===== config.mk =====
export PLATFORM = sky130hd
export DESIGN_NAME = dcache_flush_arbiter
export DESIGN_NICKNAME = d
export VERILOG_FILES = /design/src/rtl/ariane_pkg.sv /design/src/rtl/counter.sv /design/src/rtl/dcache_flush_arbiter.sv
export SDC_FILE = /design/constraint.sdc
export NUM_CORES = 1
export LEC_CHECK = 0
export BUFFER_PORTS_ARGS = -buffer_cell sky130_fd_sc_hd__buf_2
export CAP_MARGIN = 20
export CORE_MARGIN = 8
export CORE_UTILIZATION = 49
export DETAILED_ROUTE_END_ITERATION = 7
export HOLD_SLACK_MARGIN = 0.03
export PLACE_DENSITY = 0.74
export SYNTH_ARGS = -nofsm -noshare
export SYNTH_HDL_FRONTEND = slang
export SYNTH_SLANG_ARGS = --single-unit

===== constraint.sdc =====
create_clock -name clk_i -period 2 [get_ports clk_i]
set_input_delay 0 -clock clk_i [delete_from_list [all_inputs] [get_ports clk_i]]
set_output_delay 0 -clock clk_i [all_outputs]
set_load 0.02 [all_outputs]

===== src/rtl/ariane_pkg.sv =====
// ariane_pkg: shared types and default constants for the dcache flush arbiter.
package ariane_pkg;

    typedef enum logic [1:0] {IDLE, FLUSH, DRAIN, DONE} flush_arb_state_e;

    localparam int unsigned FlushDrainCycles   = 16;
    localparam int unsigned FlushTimeoutCycles = 1024;

    function automatic int unsigned flush_cnt_width(input int unsigned n);
        int unsigned w;
        w = $clog2(n + 1);
        return (w < 4) ? 4 : ((w > 32) ? 32 : w);
    endfunction

endpackage


===== src/rtl/counter.sv =====
// counter: saturating up-counter with synchronous clear (clear wins over enable).
module counter #(
    parameter int unsigned Width = 4
) (
    input  logic             clk_i,
    input  logic             rst_ni,
    input  logic             clear,
    input  logic             en,
    output logic [Width-1:0] count
);

    always_ff @(posedge clk_i or negedge rst_ni) begin
        if (!rst_ni) count <= '0;
        else if (clear) count <= '0;
        else if (en && count != '1) count <= count + 1'b1;
    end

endmodule


===== src/rtl/dcache_flush_arbiter.sv =====
// dcache_flush_arbiter: round-robin arbiter serializing fence flushes into one dcache flush + drain.
// Optional flush watchdog enabled by macro FLUSH_ARB_TIMEOUT_EN.
module dcache_flush_arbiter
    import ariane_pkg::*;
#(
    parameter int unsigned NumReq        = 3,
    parameter int unsigned DrainCycles   = FlushDrainCycles,
    parameter int unsigned TimeoutCycles = FlushTimeoutCycles,
    localparam int unsigned IdW          = (NumReq > 1) ? $clog2(NumReq) : 1
) (
    input  logic              clk_i,
    input  logic              rst_ni,
    input  logic [NumReq-1:0] req_i,
    output logic [NumReq-1:0] done_o,
    output logic [IdW-1:0]    active_id_o,
    output logic              busy_o,
    output logic              flush_dcache_o,
    input  logic              flush_dcache_ack_i,
    input  logic              cache_busy_i,
    output logic              timeout_o
);

    localparam int unsigned DW = flush_cnt_width(DrainCycles);

    flush_arb_state_e state_q, state_d;
    logic [IdW-1:0]   rr_q, rr_d, id_q, id_d, pick, cand;
    logic             flush_q, flush_d, found, expire;
    logic [DW-1:0]    drain_cnt;
    int               idx;

    always_comb begin
        pick  = '0;
        found = 1'b0;
        idx   = 0;
        cand  = '0;
        for (int i = 0; i < NumReq; i++) begin
            idx = int'(rr_q) + i;
            if (idx >= NumReq) idx = idx - NumReq;
            cand = IdW'(idx);
            if (!found && req_i[cand]) begin
                pick  = cand;
                found = 1'b1;
            end
        end
    end

    counter #(.Width(DW)) u_drain (
        .clk_i (clk_i),
        .rst_ni(rst_ni),
        .clear (state_q != DRAIN || cache_busy_i),
        .en    (1'b1),
        .count (drain_cnt)
    );

`ifdef FLUSH_ARB_TIMEOUT_EN
    localparam int unsigned TW = flush_cnt_width(TimeoutCycles);
    logic [TW-1:0] tmo_cnt;
    logic          tmo_q;

    counter #(.Width(TW)) u_timeout (
        .clk_i (clk_i),
        .rst_ni(rst_ni),
        .clear (state_q != FLUSH),
        .en    (1'b1),
        .count (tmo_cnt)
    );

    assign expire = state_q == FLUSH && !flush_dcache_ack_i && tmo_cnt == TW'(TimeoutCycles - 1);

    always_ff @(posedge clk_i or negedge rst_ni) begin
        if (!rst_ni) tmo_q <= 1'b0;
        else tmo_q <= expire;
    end

    assign timeout_o = tmo_q;
`else
    logic unused_timeout_cfg;
    assign unused_timeout_cfg = ^TimeoutCycles;
    assign expire             = 1'b0;
    assign timeout_o          = 1'b0;
`endif

    always_comb begin
        state_d = state_q;
        rr_d    = rr_q;
        id_d    = id_q;
        flush_d = flush_q;
        case (state_q)
            IDLE: begin
                if (found) begin
                    id_d    = pick;
                    flush_d = 1'b1;
                    state_d = FLUSH;
                end
            end
            FLUSH: begin
                if (flush_dcache_ack_i || expire) begin
                    flush_d = 1'b0;
                    state_d = DRAIN;
                end
            end
            DRAIN: begin
                if (!cache_busy_i && drain_cnt == DW'(DrainCycles - 1)) state_d = DONE;
            end
            default: begin
                rr_d    = (id_q == IdW'(NumReq - 1)) ? '0 : id_q + 1'b1;
                state_d = IDLE;
            end
        endcase
    end

    always_ff @(posedge clk_i or negedge rst_ni) begin
        if (!rst_ni) begin
            state_q <= IDLE;
            rr_q    <= '0;
            id_q    <= '0;
            flush_q <= 1'b0;
        end else begin
            state_q <= state_d;
            rr_q    <= rr_d;
            id_q    <= id_d;
            flush_q <= flush_d;
        end
    end

    assign done_o         = {NumReq{state_q == DONE}} & (NumReq'(1) << id_q);
    assign active_id_o    = id_q;
    assign busy_o         = state_q != IDLE;
    assign flush_dcache_o = flush_q;

endmodule


Word level (Yosys, flattened, before mapping)

Cells that the tools add are included.

Bits in registers: 12
Bits of input ports: 7
Output and inout port bits: 8

Add/sub/neg operators: 7
Order comparisons: 6
Eq/ne operators: 10
Shift operators: 1
Muxes and demuxes: 25
Bitwise operators: 1
Reductions and logical operators: 15

Operators with widths:

| cell                                                                          | number |
|---|---|
| 2-bit 2-to-1 mux                                                              | 10 |
| 5-bit 2-to-1 mux                                                              | 2 |
| 2-bit by 3-bit less-than comparator with 1-bit output (second input constant) | 3 |
| 1-bit 2-to-1 mux                                                              | 8 |
| 2-bit != test (second input constant)                                         | 4 |
| 1-bit binary-select mux with 2-bit select                                     | 3 |
| 2-bit equality test (second input constant)                                   | 3 |
| 3-bit by 2-bit >= comparator with 1-bit output (second input constant)        | 2 |
| 2-bit case mux with 3 select lines                                            | 1 |
| 3-bit AND reduction                                                           | 2 |
| 2-bit nonzero test                                                            | 3 |
| 2-bit subtractor (second input constant)                                      | 3 |
| 5-bit by 1-bit adder with 5-bit output (second input constant)                | 1 |
| 5-bit by 4-bit equality test with 1-bit output (second input constant)        | 1 |
| 5-bit != test (second input constant)                                         | 1 |
| 2-bit by 1-bit adder with 3-bit output (second input constant)                | 1 |
| 2-bit by 2-bit adder with 3-bit output (second input constant)                | 1 |
| 3-bit AND                                                                     | 1 |
| 1-bit logical AND                                                             | 3 |
| 1-bit zero test                                                               | 3 |
| 3-bit OR reduction                                                            | 1 |
| 1-bit by 2-bit left shift with 3-bit output (first input constant)            | 1 |
| 2-bit by 1-bit adder with 2-bit output (second input constant)                | 1 |
| 2-bit by 1-bit equality test with 1-bit output (second input constant)        | 1 |
| other kinds (5)                                                               | 5 |

Logic depth before layout (Yosys ltp)

Depth in word-level cells: 13
Depth in mapped cells: 7
Mapped depth without buffers: 7

By module

A second synthesis with hierarchy kept.

Cells, all modules: 97
Area, all modules: 924.6 µm²

By module, submodules not included:

| module               | times used | cells an instance | area each (µm²) |
|---|---|---|---|
| dcache_flush_arbiter | 1          | 74                | 675.6 |
| counter              | 1          | 23                | 249.0 |

Least setup slack after synthesis

No wires, ideal clock.

Path type: register -> register
Start point: register rr_q[0]
End point: register state_q[1]
Setup time: 0.128 ns
Arrival: 1.779 ns
Slack: 0.094 ns
Cell stages (with the launch flop): 8
Path through: dfrtp_1 -> inv_1 -> ha_1 -> buf_6 -> mux2i_4 -> o221ai_2 -> o41ai_2 -> mux2_1

Longest elaborated chain between the ends: 13
Elaborated cells on any way between the ends: 26
Classes of those cells: add/sub: 5; order compare: 3; eq/ne: 1; mux: 12; reduce/logical: 5

Ends and longest elaborated chain:

| what                                                                                            | RTL line                    | text |
|---|---|---|
| start: declaration                                                                              | dcache_flush_arbiter.sv:26  | `logic [IdW-1:0] rr_q, rr_d, id_q, id_d, pick, cand;` |
| start signal: assignment                                                                        | dcache_flush_arbiter.sv:120 | `rr_q <= rr_d;` |
| parallel branches: the longest is 10 deep, another holds 2-bit by 1-bit adder with 3-bit output | --                          |  |
| 1-bit 2-to-1 mux *                                                                              | dcache_flush_arbiter.sv:40  | `if (!found && req_i[cand]) begin` |
| 2-bit != test (no line) *                                                                       | --                          |  |
| 3-bit AND reduction (no line) *                                                                 | --                          |  |
| end signal: assignment                                                                          | dcache_flush_arbiter.sv:119 | `state_q <= state_d;` |
| end: declaration                                                                                | dcache_flush_arbiter.sv:25  | `flush_arb_state_e state_q, state_d;` |

Mark *: on every way between the ends. The select of a mux whose other input is x is not followed.
A chain may end at the register's enable or synchronous reset.

Worst setup path after layout

Start point: register rr_q[0]
End point: register id_q[1] (netlist: active_id_o[1])

Longest elaborated chain between the ends: 12
Elaborated cells on any way between the ends: 28
Classes of those cells: add/sub: 5; order compare: 3; mux: 15; reduce/logical: 5

Ends and longest elaborated chain:

| what                                                                                            | RTL line                    | text |
|---|---|---|
| parallel branches: the longest is 12 deep, another holds 2-bit by 1-bit adder with 3-bit output | --                          |  |
| end signal: assignment                                                                          | dcache_flush_arbiter.sv:121 | `id_q <= id_d;` |
| end: declaration                                                                                | dcache_flush_arbiter.sv:26  |  |

Several ways; the timed one is not identified. The select of a mux whose other input is x is not followed.

==> key figures <==
Outcome
  • Status: complete, no violations

Floorplanning
  • IO Count: 15
  • Die Span Y: ~59 um
  • Initial cell density of the core: between 50 and 60%
  • Total core area: 1750 um2
  • Die Wd: 59.4 um
  • Row cnt: 15
  • Die area: roughly 3500 um2

Worst hold path
  • Worst min path class: input pin to register
  • Hold Path Cell Cnt: 3
  • Hold Crit Start: cache_busy_i

Global route
  • Global-route wire length before repair: 3310 um
  • Pin count of the biggest net entering global routing: 13
  • Initial antenna violation count: 0
  • Total track usage: 12.6%
  • Grt total ovfl: 0
  • Vias in the first global route: approximately 790

Clock tree
  • CTS root buf: clkbuf_4
  • Max Root-Sink Buffers: 2
  • H-tree Lvls: 1
  • Clk slew on worst S/H paths: roughly 0.08 ns
  • CTS tree: built
  • CTS Sinks: 12
  • Num CTS Buffers: 3
  • Worst-skew pair later-pin latency: approximately 0.27 ns

Synth
  • Register bit count reported by yosys: 12
  • Avg Inst Size Synth: ~9.7 um2
  • Library cells used by synthesis: 38
  • Post-synthesis async set-or-reset flop share: between 90% and 100%
  • Post-synth EDFFs: 0
  • Synthesized net count: about 110
  • Yosys warns: 0
  • Post-Syn Area: a little over 900 um2
  • Primary FF master, synth: dfrtp_1
  • Mapped Cells: between 90 and 100
  • Sequential area share after synthesis: 32.5%

Finish
  • Filler cells: 147
  • Layout Area Growth over Synthesis: 32.2%
  • # diodes: 0
  • Nets: 140
  • Share of layout cells above drive strength 1: between 30% and 40%
  • Finished Core Util: 70.0%

STA
  • Final hold vios: 0
  • Max Freq: around 510 MHz
  • Post-layout min period: around 2.0 ns
  • Setup TNS: 0 ns
  • Max-slew violations: 0
  • Fin crit share: 97.8%
  • Worst clock skew: 0.00412 ns
  • Setup violations, final: 0

Setup path
  • R2r setup slk: about 0.045 ns
  • CP Capture Type: register
  • CP max-delay cell: dfrtp_1
  • Setup Crit Path Kind: register to register
  • R2R depth: 7
  • Crit path launch type: register
  • CP max FO: 5
  • R2R Path Start: rr_q[0]
  • Crit path from: rr_q[0]
  • Critical-path cell list: buf_4, ha_4, buf_4, a22o_1, a211oi_1, o32ai_1, a32o_1
  • Most frequent CP cell: buf_4
  • Levels on crit path: 7
  • Crit-path max cell delay: ~0.40 ns
  • Critical Path AT: between 2 and 2.5 ns
  • Worst path bufs/invs: 2
  • Delay-heaviest family, CP: compound AO/OA/AOI/OAI gates
  • Crit path required time: around 2.2 ns

Route
  • Vias: between 700 and 800
  • DRT Pass-1 Iters: 4
  • Number of routed nets with antenna violations: 0
  • Final WL: roughly 2200 um
  • Initial DRC count: 12
  • DRC: 0
  • Vias per Instance: 5.33
  • WL/cell: between 10 and 15 um

Placed design
  • HPWL after DPL: ~1500 um
  • IO buf count: 13
  • Final GP Congestion: 0.835

Power
  • Pwr Total: 1.81 mW
  • Static leakage: roughly 0.57 nW
  • Max rail drop VDD: ~0.83 mV
  • PwrDens: ~1500 nW/um2

Job
  • Max Cap Violations: 0
[path summary, 6_finish.rpt]
path | end
max in group asynchronous | u_drain.count[1]
setup reg to reg | active_id_o[1]
setup / recovery | active_id_o[1]
hold reg to reg | u_drain.count[3]
hold / removal | u_drain.count[4]
min in group asynchronous | active_id_o[0]
[registers in the layout, indices dropped and copies added (netlist names)]
register	flops
rr_q	2
u_drain.count	5
state_q	2
active_id_o	2
flush_dcache_o	1
[metal layers]
metal	GRT usage, %	wire length, um	vias up
li1	-	-	392
met1	12.1	879	368
met2	22.2	1140	14
met3	3.69	112	4
met4	8.87	46	0
met5	0	0	-
[metrics by stage]
step,worst slack (ns),area [um2],instances,hold slack [ns]
6_report,0.0447,1220,146,0.110
5_1_grt,-0.0156,1220,146,0.147
4_1_cts,0.0264,1140,145,0.0978
3_5_place_dp,-0.00271,1050,137,-0.101
3_3_place_gp,0.0508,1050,137,-0.103
2_1_floorplan,0.0937,923,95,-0.296
[worst reg2reg max path, cell delays in order, from the launching register on]
cell and delay [ns]:
dfrtp_1 0.40, buf_4 0.16, ha_4 0.17, buf_4 0.15
a22o_1 0.18, a211oi_1 0.34, o32ai_1 0.17, a32o_1 0.28
[kinds of logic (layout without fill, tap and decap cells)]
logic type / count (synthesis) / count (layout) / share of synthesized area (%)
AOI/OAI and AO/OA: 19 / 19 / 17.3
xor gates and xnor gates: 3 / 3 / 2.85
adders and majority gates: 11 / 11 / 14.9
buffers and inverters: 11 / 37 / 5.83
DFF: 12 / 12 / 32.5
muxes: 6 / 6 / 7.99
other: 1 / 1 / 0.406
and+or+nand+nor: 32 / 32 / 18.2
[cells in the mapped netlist, types with 2 or more instances]
library cell	instances	area share [%]
dfrtp_1	12	33
ha_1	11	15
nor2_1	9	3.7
inv_1	8	3.3
nand2_1	8	3.3
mux2i_1	4	4.3
a21oi_1	3	1.6
a32o_1	2	2.2
and3b_1	2	1.9
nand2b_1	2	1.4
nand3b_1	2	1.6
nor2b_1	2	1.4
nor3_1	2	1.1
o21ai_0	2	1.1
o31ai_1	2	1.6
xor2_1	2	1.9
[cell usage in the layout, fill, tap and decap left out, types with 2 or more instances in the layout]
master,n
mux2i_1,3
a21oi_1,3
clkbuf_4,3
xor2_1,2
nor2_1,9
and3b_1,2
dlygate4sd3_1,2
buf_4,9
nand2_1,8
a32o_1,2
buf_2,13
nor3_1,2
nor2b_1,2
o31ai_1,2
ha_1,8
nand3b_1,2
dfrtp_1,12
inv_1,6
ha_4,3
nand2b_1,2
mux2i_4,2
o21ai_0,2
inv_2,2
[report_power, final]
group	switching (mW)	internal (mW)	total, mW
Clock	0.0833	0.111	0.194
Sequential	0.0823	0.316	0.399
Combinational	0.623	0.599	1.22
Total	0.788	1.03	1.81
[timing repair]
item                       in CTS  in global routing
setup endpoints to repair       1                  3
cloned                          0                  0
setup buffers                   2                  1
gates resized for setup         3                 13
hold endpoints to repair       13                  0
hold buffers                    2                  0
pin swaps                       3                  4
[final cells by class]
| class | instances | area [um2] | area share, % |
|---|---|---|---|
| timing repair buffer | 25 | 164 | 13.4 |
| tap | 25 | 31.3 | 2.56 |
| inverter | 8 | 30.0 | 2.46 |
| multi-input combinational | 72 | 659 | 54.0 |
| clock buffer | 4 | 36.3 | 2.97 |
| sequential | 12 | 300 | 24.6 |
No activity file was read; power rests on OpenSTA's default activity.
